$ cat src/rtl/mem_port_arbiter_pkg.sv
// Shared types and helpers for the 3-requester memory port arbiter.
package mem_port_arbiter_pkg;
  localparam int         NUM_REQ  = 3;
  localparam logic [1:0] SEL_NONE = 2'b11;
  localparam logic [1:0] LAST_RST = 2'd2;

  typedef enum logic {
    ST_IDLE = 1'b0,
    ST_BUSY = 1'b1
  } state_t;

  function automatic logic [NUM_REQ-1:0] idx2onehot(input logic [1:0] idx);
    case (idx)
      2'd0:    return 3'b001;
      2'd1:    return 3'b010;
      2'd2:    return 3'b100;
      default: return 3'b000;
    endcase
  endfunction

  // Successor in the 0 -> 1 -> 2 -> 0 rotation.
  function automatic logic [1:0] next_idx(input logic [1:0] idx);
    case (idx)
      2'd0:    return 2'd1;
      2'd1:    return 2'd2;
      default: return 2'd0;
    endcase
  endfunction
endpackage

$ cat src/rtl/mem_port_arbiter_rr_pick.sv
// Combinational round-robin pick: scans last+1, last+2, last (mod 3) and returns the first request.
module mem_port_arbiter_rr_pick
  import mem_port_arbiter_pkg::*;
(
  input  logic [NUM_REQ-1:0] i_req,
  input  logic [1:0]         i_last,
  output logic               o_vld,
  output logic [1:0]         o_idx
);
  logic [1:0] w_c0;
  logic [1:0] w_c1;
  logic [1:0] w_c2;

  assign w_c0 = next_idx(i_last);
  assign w_c1 = next_idx(w_c0);
  assign w_c2 = i_last;

  always_comb begin
    o_vld = 1'b1;
    o_idx = SEL_NONE;
    if (i_req[w_c0])      o_idx = w_c0;
    else if (i_req[w_c1]) o_idx = w_c1;
    else if (i_req[w_c2]) o_idx = w_c2;
    else                  o_vld = 1'b0;
  end
endmodule

$ cat src/rtl/mem_port_arbiter.sv
// Round-robin IDLE/BUSY sequencer sharing one memory port among IF, MEM and DMA; all outputs registered.
// Define ARB_TIMEOUT_EN to abort a BUSY transfer with err_o after TIMEOUT cycles without mem_ack_i.
module mem_port_arbiter
  import mem_port_arbiter_pkg::*;
#(
  parameter int TIMEOUT = 255,
  parameter int CNT_W   = 8
) (
  input  logic               clk_i,
  input  logic               rst_i,
  input  logic [NUM_REQ-1:0] req_i,
  input  logic               mem_ack_i,
  output logic [NUM_REQ-1:0] gnt_o,
  output logic [1:0]         sel_o,
  output logic               mem_req_o,
  output logic [NUM_REQ-1:0] done_o,
  output logic               busy_o,
  output logic               err_o
);
  localparam logic [CNT_W-1:0] TO_LAST = CNT_W'(TIMEOUT - 1);

  state_t             r_state;
  state_t             w_state_nxt;
  logic [NUM_REQ-1:0] r_gnt,     w_gnt_nxt;
  logic [1:0]         r_sel,     w_sel_nxt;
  logic               r_mem_req, w_mem_req_nxt;
  logic [NUM_REQ-1:0] r_done,    w_done_nxt;
  logic               r_busy,    w_busy_nxt;
  logic               r_err,     w_err_nxt;
  logic [1:0]         r_last,    w_last_nxt;

  logic               w_pick_vld;
  logic [1:0]         w_pick_idx;
  logic               w_timeout;
  logic               w_finish;

  // A requester being told "done" this cycle must not be re-granted on the same edge.
  mem_port_arbiter_rr_pick u_rr_pick (
    .i_req  (req_i & ~r_done),
    .i_last (r_last),
    .o_vld  (w_pick_vld),
    .o_idx  (w_pick_idx)
  );

`ifdef ARB_TIMEOUT_EN
  logic [CNT_W-1:0] r_cnt;

  always_ff @(posedge clk_i or negedge rst_i) begin
    if (!rst_i)                  r_cnt <= '0;
    else if (r_state == ST_IDLE) r_cnt <= '0;
    else if (!mem_ack_i)         r_cnt <= r_cnt + CNT_W'(1);
  end

  // Fires on the TIMEOUT-th ack-less BUSY cycle; an ack in that cycle takes precedence.
  assign w_timeout = (r_state == ST_BUSY) && !mem_ack_i && (r_cnt == TO_LAST);
`else
  logic w_unused_cfg;
  assign w_unused_cfg = ^TO_LAST;
  assign w_timeout    = 1'b0;
`endif

  assign w_finish = (r_state == ST_BUSY) && (mem_ack_i || w_timeout);

  always_ff @(posedge clk_i or negedge rst_i) begin
    if (!rst_i) begin
      r_state   <= ST_IDLE;
      r_gnt     <= '0;
      r_sel     <= SEL_NONE;
      r_mem_req <= 1'b0;
      r_done    <= '0;
      r_busy    <= 1'b0;
      r_err     <= 1'b0;
      r_last    <= LAST_RST;
    end else begin
      r_state   <= w_state_nxt;
      r_gnt     <= w_gnt_nxt;
      r_sel     <= w_sel_nxt;
      r_mem_req <= w_mem_req_nxt;
      r_done    <= w_done_nxt;
      r_busy    <= w_busy_nxt;
      r_err     <= w_err_nxt;
      r_last    <= w_last_nxt;
    end
  end

  always_comb begin
    w_state_nxt = r_state;
    case (r_state)
      ST_IDLE: if (w_pick_vld) w_state_nxt = ST_BUSY;
      ST_BUSY: if (w_finish)   w_state_nxt = ST_IDLE;
      default:                 w_state_nxt = ST_IDLE;
    endcase
  end

  always_comb begin
    w_gnt_nxt     = r_gnt;
    w_sel_nxt     = r_sel;
    w_mem_req_nxt = r_mem_req;
    w_busy_nxt    = r_busy;
    w_last_nxt    = r_last;
    w_done_nxt    = '0;
    w_err_nxt     = 1'b0;
    case (r_state)
      ST_IDLE: begin
        if (w_pick_vld) begin
          w_gnt_nxt     = idx2onehot(w_pick_idx);
          w_sel_nxt     = w_pick_idx;
          w_mem_req_nxt = 1'b1;
          w_busy_nxt    = 1'b1;
        end else begin
          w_gnt_nxt     = '0;
          w_sel_nxt     = SEL_NONE;
          w_mem_req_nxt = 1'b0;
          w_busy_nxt    = 1'b0;
        end
      end
      ST_BUSY: begin
        // Grant stays frozen (r_sel holds the owner) until ack or timeout.
        if (w_finish) begin
          w_done_nxt    = idx2onehot(r_sel);
          w_err_nxt     = w_timeout;
          w_last_nxt    = r_sel;
          w_gnt_nxt     = '0;
          w_sel_nxt     = SEL_NONE;
          w_mem_req_nxt = 1'b0;
          w_busy_nxt    = 1'b0;
        end
      end
      default: begin
        w_gnt_nxt     = '0;
        w_sel_nxt     = SEL_NONE;
        w_mem_req_nxt = 1'b0;
        w_busy_nxt    = 1'b0;
      end
    endcase
  end

  assign gnt_o     = r_gnt;
  assign sel_o     = r_sel;
  assign mem_req_o = r_mem_req;
  assign done_o    = r_done;
  assign busy_o    = r_busy;
  assign err_o     = r_err;
endmodule

$ cat config.mk
export PLATFORM = sky130hd
export DESIGN_NAME = mem_port_arbiter
export DESIGN_NICKNAME = d
export VERILOG_FILES = /design/src/rtl/mem_port_arbiter_pkg.sv /design/src/rtl/mem_port_arbiter_rr_pick.sv /design/src/rtl/mem_port_arbiter.sv
export SDC_FILE = /design/constraint.sdc
export NUM_CORES = 1
export LEC_CHECK = 0
export ABC_CLOCK_PERIOD_IN_PS = 2500
export CELL_PAD_IN_SITES_DETAIL_PLACEMENT = 0
export CELL_PAD_IN_SITES_GLOBAL_PLACEMENT = 2
export CORE_MARGIN = 2
export CORE_UTILIZATION = 29
export CTS_CLUSTER_SIZE = 25
export DETAILED_ROUTE_END_ITERATION = 7
export HOLD_SLACK_MARGIN = 0.03
export PLACE_DENSITY_LB_ADDON = 0.1
export SLEW_MARGIN = 0
export SYNTH_ARGS = -nofsm -noshare
export SYNTH_HDL_FRONTEND = slang
export SYNTH_SLANG_ARGS = --single-unit
$ cat constraint.sdc
create_clock -name clk_i -period 2.5 [get_ports clk_i]
set_input_delay 0.625 -clock clk_i [delete_from_list [all_inputs] [get_ports clk_i]]
set_output_delay 0.625 -clock clk_i [all_outputs]
set_load 0.05 [all_outputs]
======== After elaboration in Yosys (flattened, before gate mapping) ========
Index checks and enable logic that the tools add are counted.
storage, ports and cells
  register bits after elaboration ......... 12
  output and inout bits ................... 11
cells by class
  order comparisons ....................... 3
  equal/unequal tests ..................... 7
  mux-type cells .......................... 29
  bitwise operators ....................... 3
  reduce and logical (&&, ||, !) cells .... 6
operators with widths
  operator              number
  $pmux W3 S3           2
  $mux W3               4
  $pmux W2 S2           3
  $mux W2               5
  $lt A2 B3 Y1 const B  3
  $mux W1               9
  $eq A2 B1 Y1 const B  4
  $logic_not A2 Y1      4
  $bmux W1 S2           3
  $pmux W3 S2           1
  $eq A2 B2 Y1 const B  2
  $pmux W1 S2           2
  $and A3 B3 Y3         1
  $not A3 Y3            1
  $ne A2 B1 Y1 const B  1
  $reduce_and A2 Y1     1
  $logic_and A1 B1 Y1   1
  $not A1 Y1            1

======== Depth between registers and ports, before layout ========
Gate-level depths: netlist (run 1).
  depth after elaboration ................. 12
  mapped depth ............................ 4

======== Modules after synthesis ========
A second synthesis (run 1) with hierarchy kept.
unflattened totals
  cell total of the unflattened synthesis .. 49
  area total of the unflattened synthesis .. 574.3 um^2
modules (own cells, without submodules)
  module                    times used  cells each  area an instance (um^2)  sequential area each (um^2)
  mem_port_arbiter          1           40          515.5                    304.0
  mem_port_arbiter_rr_pick  1           9           58.8                     0.0

======== Worst setup path before layout (run 1) ========
Ideal clock, no wire load.
  path kind ............................... flip-flop to output port
  start ................................... register, netlist name busy_o
  end ..................................... output port mem_req_o
  arrival ................................. 0.904 ns
  setup slack ............................. 0.971 ns
  stages on the path, launching flop included .. 2
  cell sequence ........................... dfrtp_1 > buf_4
RTL lines
  element        line                    source
  end, declared  mem_port_arbiter.sv:15  output logic mem_req_o,

======== Worst setup path in the final report (run 1) ========
  start ................................... register r_sel[0], in the netlist sel_o[0]
  end ..................................... output port sel_o[0]
RTL lines
  element                 line                    source
  start, declared         mem_port_arbiter.sv:25  logic [1:0] r_sel, w_sel_nxt;
  start signal, assigned  mem_port_arbiter.sv:77  r_sel <= w_sel_nxt;
  end, declared           mem_port_arbiter.sv:14  output logic [1:0] sel_o,
No word-level cell between the ends.

==> results of run 1 <==
==> layer usage <==
metal,share of wire (%),vias to the layer above,global-route usage [%]
met5,0,-,0
met3,4.8,0,3.395
met4,0,0,7.143
met2,46,13,16.67
li1,-,223,-
met1,50,220,17.06
==> cells in the mapped netlist, drive strengths merged <==
| master | count |
|---|---|
| a21o | 1 |
| a21oi | 5 |
| a31oi | 1 |
| a32o | 1 |
| and2 | 2 |
| and4b | 1 |
| buf | 3 |
| clkbuf | 1 |
| conb | 1 |
| dfrtp | 9 |
| dfstp | 3 |
| inv | 1 |
| mux2 | 2 |
| nand2 | 2 |
| nand2b | 5 |
| nand3b | 1 |
| nor2 | 2 |
| nor2b | 2 |
| nor3 | 1 |
| nor3b | 2 |
| o2111a | 1 |
| o21ai | 2 |
| o221ai | 1 |
| o22ai | 1 |
| o2bb2ai | 1 |
| o31ai | 1 |
| or3b | 1 |
==> worst max path at each step <==
stage	cells past startpoint	slack, ns	startpoint	end
6_report	1	0.22	sel_o[0]$_DFFE_PN1P_	sel_o[0]
4_1_cts	1	0.20	sel_o[0]$_DFFE_PN1P_	sel_o[0]
2_1_floorplan	1	0.97	busy_o$_DFFE_PN0P_	mem_req_o
3_3_place_gp	1	0.52	sel_o[0]$_DFFE_PN1P_	sel_o[0]
3_5_place_dp	1	0.51	sel_o[0]$_DFFE_PN1P_	sel_o[0]
5_1_grt	1	0.16	sel_o[0]$_DFFE_PN1P_	sel_o[0]
==> final cells by class <==
cell class / count / share of cell area (%)
sequential: 12 / 39.64
multi-input combinational: 37 / 32.46
timing repair buffer: 15 / 19.58
tap: 27 / 4.405
clock buffer: 4 / 3.426
inverter: 1 / 0.4894
==> where the power goes <==
group | internal (uW) | switching [uW] | total, uW
logic | 135 | 213 | 348
registers | 260 | 58.5 | 319
clock network | 61.7 | 62.3 | 124
total | 457 | 333 | 790
==> cell usage in the layout (no fill, tap or decap) <==
master | Yosys | final
sky130_fd_sc_hd__clkdlybuf4s50_1 | 0 | 15
sky130_fd_sc_hd__dfrtp_1 | 9 | 9
sky130_fd_sc_hd__nand2b_1 | 5 | 5
sky130_fd_sc_hd__a21oi_1 | 5 | 5
sky130_fd_sc_hd__clkbuf_4 | 0 | 3
sky130_fd_sc_hd__dfstp_2 | 3 | 3
sky130_fd_sc_hd__nand2_1 | 2 | 2
sky130_fd_sc_hd__nor2_1 | 2 | 2
sky130_fd_sc_hd__nor3b_1 | 2 | 2
sky130_fd_sc_hd__mux2_2 | 2 | 2
sky130_fd_sc_hd__nor2b_1 | 2 | 2
sky130_fd_sc_hd__o21ai_0 | 2 | 2
sky130_fd_sc_hd__and2_2 | 1 | 1
sky130_fd_sc_hd__inv_1 | 1 | 1
sky130_fd_sc_hd__o2111a_1 | 1 | 1
sky130_fd_sc_hd__and4b_1 | 1 | 1
sky130_fd_sc_hd__o221ai_1 | 1 | 1
sky130_fd_sc_hd__o2bb2ai_1 | 1 | 1
sky130_fd_sc_hd__and2_1 | 1 | 1
sky130_fd_sc_hd__or3b_4 | 1 | 1
sky130_fd_sc_hd__a32o_1 | 1 | 1
sky130_fd_sc_hd__nand3b_1 | 1 | 1
sky130_fd_sc_hd__o31ai_1 | 1 | 1
sky130_fd_sc_hd__a21o_1 | 1 | 1
sky130_fd_sc_hd__nor3_1 | 1 | 1
sky130_fd_sc_hd__a31oi_1 | 1 | 1
sky130_fd_sc_hd__o22ai_1 | 1 | 1
sky130_fd_sc_hd__conb_1 | 1 | 1
sky130_fd_sc_hd__clkbuf_1 | 1 | 1
==> sequential cells by signal (all words and copies together) (netlist names) <==
name	count
busy_o	1
gnt_o	3
r_state	1
r_last	2
done_o	3
sel_o	2
==> through the flow <==
step	hold WS [ns]	cells	setup slack, ns
after floorplan	0.3294	54	0.9706
after global placement	0.4815	92	0.5171
after detailed placement	0.4921	92	0.5122
after CTS	0.5103	96	0.2039
after global routing	0.5453	96	0.1581
final	0.5061	96	0.2223
==> kinds of logic (layout without fill, tap and decap cells) <==
group | after synthesis | in the layout
multiplexers | 2 | 2
other | 1 | 1
buffers and inverters | 5 | 20
AND/OR/NAND/NOR | 19 | 19
AO/OA/AOI/OAI | 15 | 15
flip-flops | 12 | 12
==> results, run 1 <==
- The combinational family with the most area after synthesis is simple AND/OR/NAND/NOR gates.
- The die boundary height is 48.74 um.
- The data arrival time of the critical path is 1.65 ns.
- The root buffer cell chosen for the clock tree is sky130_fd_sc_hd__clkbuf_4.
- Together, buffers and inverters on the worst path number 1.
- The region available for standard cell placement spans 0.001922 sq mm.
- In this run the count of I/O pins placed on the die edge is 17.
- Entering global routing, the biggest net connects 13 pins.
- The cell type with the highest aggregate area in the netlist is sky130_fd_sc_hd__dfrtp_1.
- Buffers added to address setup during post-CTS repair amount to 0.
- Synthesis instantiated 29 different standard cells from the library.
- Of the post-synthesis cell area, the part taken by muxes is 3.879%.
- The start point of the worst min-delay path is gnt_o[2]$_DFFE_PN0P_.
- The simple logic cell fraction of the synthesized area is 20.91%.
- The area growth from synthesis to layout is 32.11%.
- Setup violations remaining at the end of the flow were counted as 0.
- The cell area that synthesis handed to floorplanning was 580.6 sq um.
- The initial antenna violation count is 0.
- In this run, synthesis produced a sequential element count of 12.
- The worst-case clock buffer depth is 2.
- The floorplan die area is 0.002376 sq mm.
- Summing the areas of all compound-gate instances in the mapped netlist gives 17.46% of the synthesized area.
- The worst path uses 91.11% of the clock period.
- The total congestion overflow is 0.
- The beginning of the worst register-to-register path is r_last[0]$_DFFE_PN0P_.
- The endpoint identified for the worst register-to-register timing path is sel_o[0]$_DFFE_PN1P_.
- The via count of the first global-routing pass is 485.
- Dividing the detail-routed wire length by the instance count gives 12.70 um.
- By startpoint and endpoint, the worst setup path is classified as reg -> out.
- The slew at the pin closest to its max-slew limit is 0.5481 ns.
- The worst register-to-register path has a depth of 3.
- The final count of hold timing violations came to 0.
- The initial utilization of the core area, before any placement, comes to 30.21%.
- For the worst setup path, the data required time is 1.88 ns.
- The overall routing resource usage is 12.20%.
- STA classifies the critical path endpoint as a primary output.
- The final weighted congestion of routability-driven global placement is 0.7513.
- The die span in x is 48.74 um.
- After layout, the minimum clock period comes to 2.278 ns.
- The worst hold endpoint is gnt_o[2]$_DFFE_PN0P_.
- In this run the biggest area consumer among cell types represents 38.79% of the synthesized area.
- The final wirelength is 1219 um.
- The TritonCTS clock tree is done.
- The maximum operating frequency is 439.0 MHz.
- The source-to-sink clock delay at the later pin of the worst-skew pair is 0.27 ns.
- The clock sink total is 12.
- The count of cells along the worst hold path is 1.
- The worst setup slack for register-to-register paths is 1.26 ns.
- Overall power consumption after layout is estimated at 790.1 uW.
- The placed cell area is 740.7 sq um.
- For this run, the register share of the synthesized area comes to 52.37%.
- The kind of launch point of the worst setup path is a flip-flop.
- The number of violations reported at the end of detailed-routing iteration 0 is 6.
- The worst-case IR drop observed on VDD is 419.1 uV.
- The count of inserted antenna diode cells is 0.
- The pre-antenna-repair detailed-routing pass consisted of 4 iterations.
- The mean post-synth cell area is 10.75 sq um.
- The first-pass GRT wire length is 2201 um.
- The final layout net count is 76.
- After detailed routing, the number of remaining DRC violations is 0.
- The multi-input combinational cells in the finished layout cover a total of 249.0 sq um.
- In this design, the largest share of critical-path delay is due to buffers and inverters.
- The final design area excluding fillers is 767.0 sq um.
- For this block, the via count after detailed routing is 456.
- The post-route netlist has 14.49% of its cells at a drive strength greater than 1.
- Using the TritonRoute via totals, the vias-per-cell ratio works out to 4.750.
- The slowest cell on the critical path is sky130_fd_sc_hd__clkdlybuf4s50_1.
- In this run, CTS created clock tree buffers numbering 3.
- The class of the tightest hold or removal check is reg -> reg.
- Synthesis handed over a netlist of 54 instances.
- The worst-case clock skew is 0.008007 ns.
- Row generation in the floorplan step produced 16 rows.
- The clock-pin transition on the worst setup and hold timing paths is 0.08 ns.
- The power density over the cells is 1030 mW/mm^2.
- The flow ran to the end, and the final reports show no timing, DRC or antenna violations.
- The aggregate negative setup slack is 0 ns.
- Ranked by total cell area, the synthesized netlist is headed by sky130_fd_sc_hd__dfrtp_1, sky130_fd_sc_hd__dfstp_2, sky130_fd_sc_hd__nand2b_1.
- The headroom to the max-slew limit is 63.35%.
- For this run, the slowest stage of the critical path takes 0.81 ns.
- In this run the remaining antenna-violating nets after routing total 0.
- The number of buffers inserted by hold repair at cts is 0.
- The number of buffers added on ports is 15.
- Once layout is complete, the utilization of the core stands at 39.91%.
- For this design the static power due to leakage is 0.0003072 uW.
- The total nets after synthesis is 60.
- The count of filler cells inserted in the layout is 216.
- The area occupied by registers is 304.0 sq um.
- Max-cap violations in this run came to 0.
- The count of instances resized after the clock tree is built is 0.
- The total number of yosys warnings is 0.
- The final number of max-transition violations is 0.
- Traced cell by cell, the critical path runs through clkdlybuf4s50_1.
- Setup repair after global routing left no endpoint under its margin.
- The maximum level of the CTS H-tree is 1.
- The post-synthesis share of cell area spent on xor and xnor gates is 0%.
- Of the total synthesized cell area, the portion taken by full adders, half adders and majority gates is 0%.
- The largest fanout on the critical path is 6.
(Power assumes the default switching activity.)
==> inputs of run 2 (changes only) <==
Settings changed: CORE_UTILIZATION 29 to 30, SYNTH_HIERARCHICAL set to 1.
==> run 2 against run 1 <==
Combinational power fell by 15%. Via count fell by 9.0%. Register-to-register slack got worse by 0.30 ns. Worst setup slack got worse by 0.032 ns. Hold slack got worse by 0.014 ns. First-iteration DRC count fell by 50%. Cell count fell by 6.3%. Sequential power fell by 7.8%. Largest cell class unchanged. Largest power group unchanged.
==> results, run 2 <==
- The share of synthesized registers carrying an async set or reset is 100.0% (unchanged).
- The routed length per placed instance is 12.27 um (-3.4%).
- Setup repair after global routing left no endpoint under its margin.
- The number of iterations in the first detailed-routing pass came to 4 (unchanged).
- The number of standard-cell rows in the floorplan is 15 (-1).
- The die boundary height is 47.76 um (-2.0%).
- The final weighted congestion of routability-driven global placement came to 0.6689 (-11%).
- The starting utilization of the core area is 32.55% (+2.3 points).
- The I/O pin count is 17 (unchanged).
- The number of buffers inserted by hold repair at cts is 0 (unchanged).
- The headroom to the max-slew limit is 63.05% (-0.30 points).
- The clock-pin transition on the worst setup and hold timing paths is 0.08 ns (about the same).
- The top cell family by delay on the critical path is buffers and inverters.
- The total congestion overflow was 0 (unchanged).
- The area share of the largest cell type after synthesis was 39.22% (+0.42 points).
- The TritonCTS clock tree is done.
- The cell depth of the worst setup path is 1 (unchanged).
- The final wirelength is 1104 um (-9.4%).
- The dominant synthesized flop cell is sky130_fd_sc_hd__dfrtp_1.
- The final clock period utilization by the worst path was 92.38% (+1.3 points).
- The number of DRC violations after detailed routing is 0 (unchanged).
- After synthesis, the cell types taking the most area are sky130_fd_sc_hd__dfrtp_1, sky130_fd_sc_hd__dfstp_2, sky130_fd_sc_hd__nor2b_1.
- The shortest period the worst path allows was 2.310 ns (+0.03185 ns).
- The power density over the cells came to 964.0 mW/mm^2 (-6.4%).
- The residual antenna-violating net count after detailed routing is 0 (unchanged).
- The largest fanout on the critical path was 6 (unchanged).
- The capturing instance or port of the critical path is sel_o[1].
- The kind of launch point of the worst setup path is a flip-flop.
- The pin count of the biggest net entering global routing was 13 (unchanged).
- The placeable core region was 0.001764 sq mm (-8.2%).
- The aggregate negative setup slack is 0 ns (unchanged).
- The most used standard cell by instance count after synthesis is sky130_fd_sc_hd__dfrtp_1.
- The length in cells of the worst reg-to-reg path is 4 (+1).
- The count of inserted antenna diode cells is 0 (unchanged).
- The wire-length estimate of the detail-placed layout is 814.7 um.
- The clock sink total is 12 (unchanged).
- The post-CTS setup repair buffer count is 0 (unchanged).
- The leakage power of the design is 0.0003262 uW (+6.2%).
- The library cells used most frequently in the layout, excluding fill and tap cells, are sky130_fd_sc_hd__clkdlybuf4s50_1, sky130_fd_sc_hd__dfrtp_1, sky130_fd_sc_hd__nor2b_1, sky130_fd_sc_hd__nor3b_1.
- The highest ir drop seen on vdd was 389.3 uV (-7.1%).
- The detail-routed via count per cell is 4.611 (-2.9%).
- The total number of yosys warnings is 6 (+6).
- The total nets after synthesis came to 55 (-8.3%).
- The clock buffer count from CTS is 3 (unchanged).
- The launch point of the worst path is sel_o[1]$_DFFE_PN1P_.
- The final count of hold timing violations is 0 (unchanged).
- The floorplan die area is 0.002281 sq mm (-4.0%).
- The commonest non-fill, non-tap cell in the layout is sky130_fd_sc_hd__clkdlybuf4s50_1.
- The root buffer cell is sky130_fd_sc_hd__clkbuf_4.
- The final number of max-transition violations is 0 (unchanged).
- The count of filler cells inserted in the layout is 180 (-17%).
- The fraction of final layout cells sized beyond drive strength 1 is 16.92% (+2.4 points).
- The worst setup slack for register-to-register paths was 0.96 ns (-0.30 ns).
- The mean post-synth cell area is 11.72 sq um (+9.0%).
- The slew at the pin closest to its max-slew limit is 0.5525 ns (+0.004468 ns).
- The capture instance of the worst register-to-register path is gnt_o[1]$_DFFE_PN0P_.
- The maximum level of the CTS H-tree was 1 (unchanged).
- The final worst-path setup slack is 0.1904 ns (-0.03185 ns).
- The overall routing resource usage is 12.19% (-0.015 points).
- The data arrival time of the critical path is 1.68 ns (+0.03 ns).
- The via count of the first global-routing pass is 367 (-24%).
- The sequential fraction of the synthesis area was 52.94% (+0.57 points).
- The first-pass GRT wire length is 1828 um (-17%).
- The die span in x is 47.76 um (-2.0%).
- The worst path buffer plus inverter count was 1 (unchanged).
- The number of buffers added on ports is 15 (unchanged).
- The number of vias after detailed routing came to 415 (-9.0%).
- The flip-flop and latch count after synthesis is 12 (unchanged).
- sky130_fd_sc_hd__dfrtp_1 takes more of the synthesized area than any other cell.
- The maximum operating frequency came to 433.0 MHz (-1.4%).
- The number of violations reported at the end of detailed-routing iteration 0 is 3 (-3).
- From synthesis to final layout, the design area changed by 34.42%.
- The required time of the critical path is 1.88 ns (about the same).
- The count of instances resized after the clock tree is built is 0 (unchanged).
- The final design area excluding fillers is 772.0 sq um (+0.65%).
- The delay of the slowest cell on the worst path was 0.82 ns (about the same).
- The worst setup path is of the reg -> out kind.
- The worst register-to-register path begins at r_last[1]$_DFFE_PN1P_.
- The number of instances in the synthesized netlist is 49 (-9.3%).
- Walking the worst path, the cells encountered are clkdlybuf4s50_1.
- The worst-case clock buffer depth is 2 (unchanged).
- The worst-case clock skew is 0.01274 ns (+0.004738 ns).
- STA classifies the critical path endpoint as a primary output.
- The final layout net count is 72 (-5.3%).
- The class of the tightest hold or removal check is reg -> reg.
- The max-capacitance violation count is 0 (unchanged).
- The flow ran to the end, and the final reports show no timing, DRC or antenna violations.
- The source-to-sink clock delay at the later pin of the worst-skew pair is 0.28 ns (about the same).
- The number of enable flip-flop cells after synthesis was 0 (unchanged).
- The number of distinct library cell variants in the gate-level netlist after synthesis is 25 (-14%).
- The final count of negative-setup-slack endpoints is 0 (unchanged).
- After synthesis, the most frequently instantiated cells are sky130_fd_sc_hd__dfrtp_1, sky130_fd_sc_hd__nor2b_1, sky130_fd_sc_hd__nor3b_1.
- The placement-stage worst setup slack is 0.2349 ns (-0.2772 ns).
- The placed cell area came to 735.7 sq um (-0.68%).
- The initial antenna violation count is 0 (unchanged).
- For this design, the slowest cell found on the critical path is sky130_fd_sc_hd__clkdlybuf4s50_1.
- The netlist area before placement is 574.3 sq um (-1.1%).
## run 2: changes by cell type after synthesis, sizes merged, moves of 2 or more
cell | before | now
o21ai | 2 | 0
nor2b | 2 | 6
nor3b | 2 | 4
a22o | 0 | 2
and2 | 2 | 0
nand2b | 5 | 1
a21oi | 5 | 2
## run 2: how the worst min path moves through the flow
stage | depth (start not counted) | to | start
global route | 1 | gnt_o[1]$_DFFE_PN0P_ | gnt_o[1]$_DFFE_PN0P_
CTS | 1 | gnt_o[2]$_DFFE_PN0P_ | gnt_o[2]$_DFFE_PN0P_
detailed placement | 1 | gnt_o[2]$_DFFE_PN0P_ | gnt_o[2]$_DFFE_PN0P_
finish | 1 | gnt_o[2]$_DFFE_PN0P_ | gnt_o[2]$_DFFE_PN0P_
global placement | 1 | gnt_o[2]$_DFFE_PN0P_ | gnt_o[2]$_DFFE_PN0P_
floorplan | 0 | busy_o$_DFFE_PN0P_ | rst_i
## run 2: report_power, final
part / internal [uW] / total, uW / switching (uW)
clock network: 88.6 / 155 / 66.1
logic: 118 / 295 / 177
registers: 247 / 294 / 47.7
## run 2: cells by family after synthesis
kind of cell / Yosys count / synth area share, %
mux: 2 / 5.229
simple gates: 19 / 22.44
flops: 12 / 52.94
other cells: 1 / 0.6530
buf+inv: 5 / 4.792
compound gates: 10 / 13.95
## run 2: area by class of cell
class / instances / area [sq um] / area share, %
flip-flops and latches: 12 / 304.0 / 39.38
multi-input cells: 32 / 242.7 / 31.44
repair buffers: 15 / 150.1 / 19.45
clock buffers: 4 / 36.28 / 4.700
well taps: 25 / 31.28 / 4.052
inverters: 2 / 7.507 / 0.9724
## run 2: per-stage QoR
stage          hold WS [ns]  std cells  util (%)  power (uW)
5_1_grt              0.5117         90     43.76       788.6
3_5_place_dp         0.4743         86     41.70       593.1
2_1_floorplan        0.3294         49         -       504.3
4_1_cts              0.4986         90     43.76       753.1
3_3_place_gp         0.4731         86     41.70       594.9
6_report             0.4920         90     43.76       744.2
## run 2: routing by layer
metal / part of all wire, % / GRT usage, % / up-vias
li1: - / - / 206
met1: 51 / 17.73 / 193
met2: 42 / 15.20 / 14
met3: 6.0 / 4.906 / 2
met4: 0.72 / 6.486 / 0
met5: 0 / 0 / -
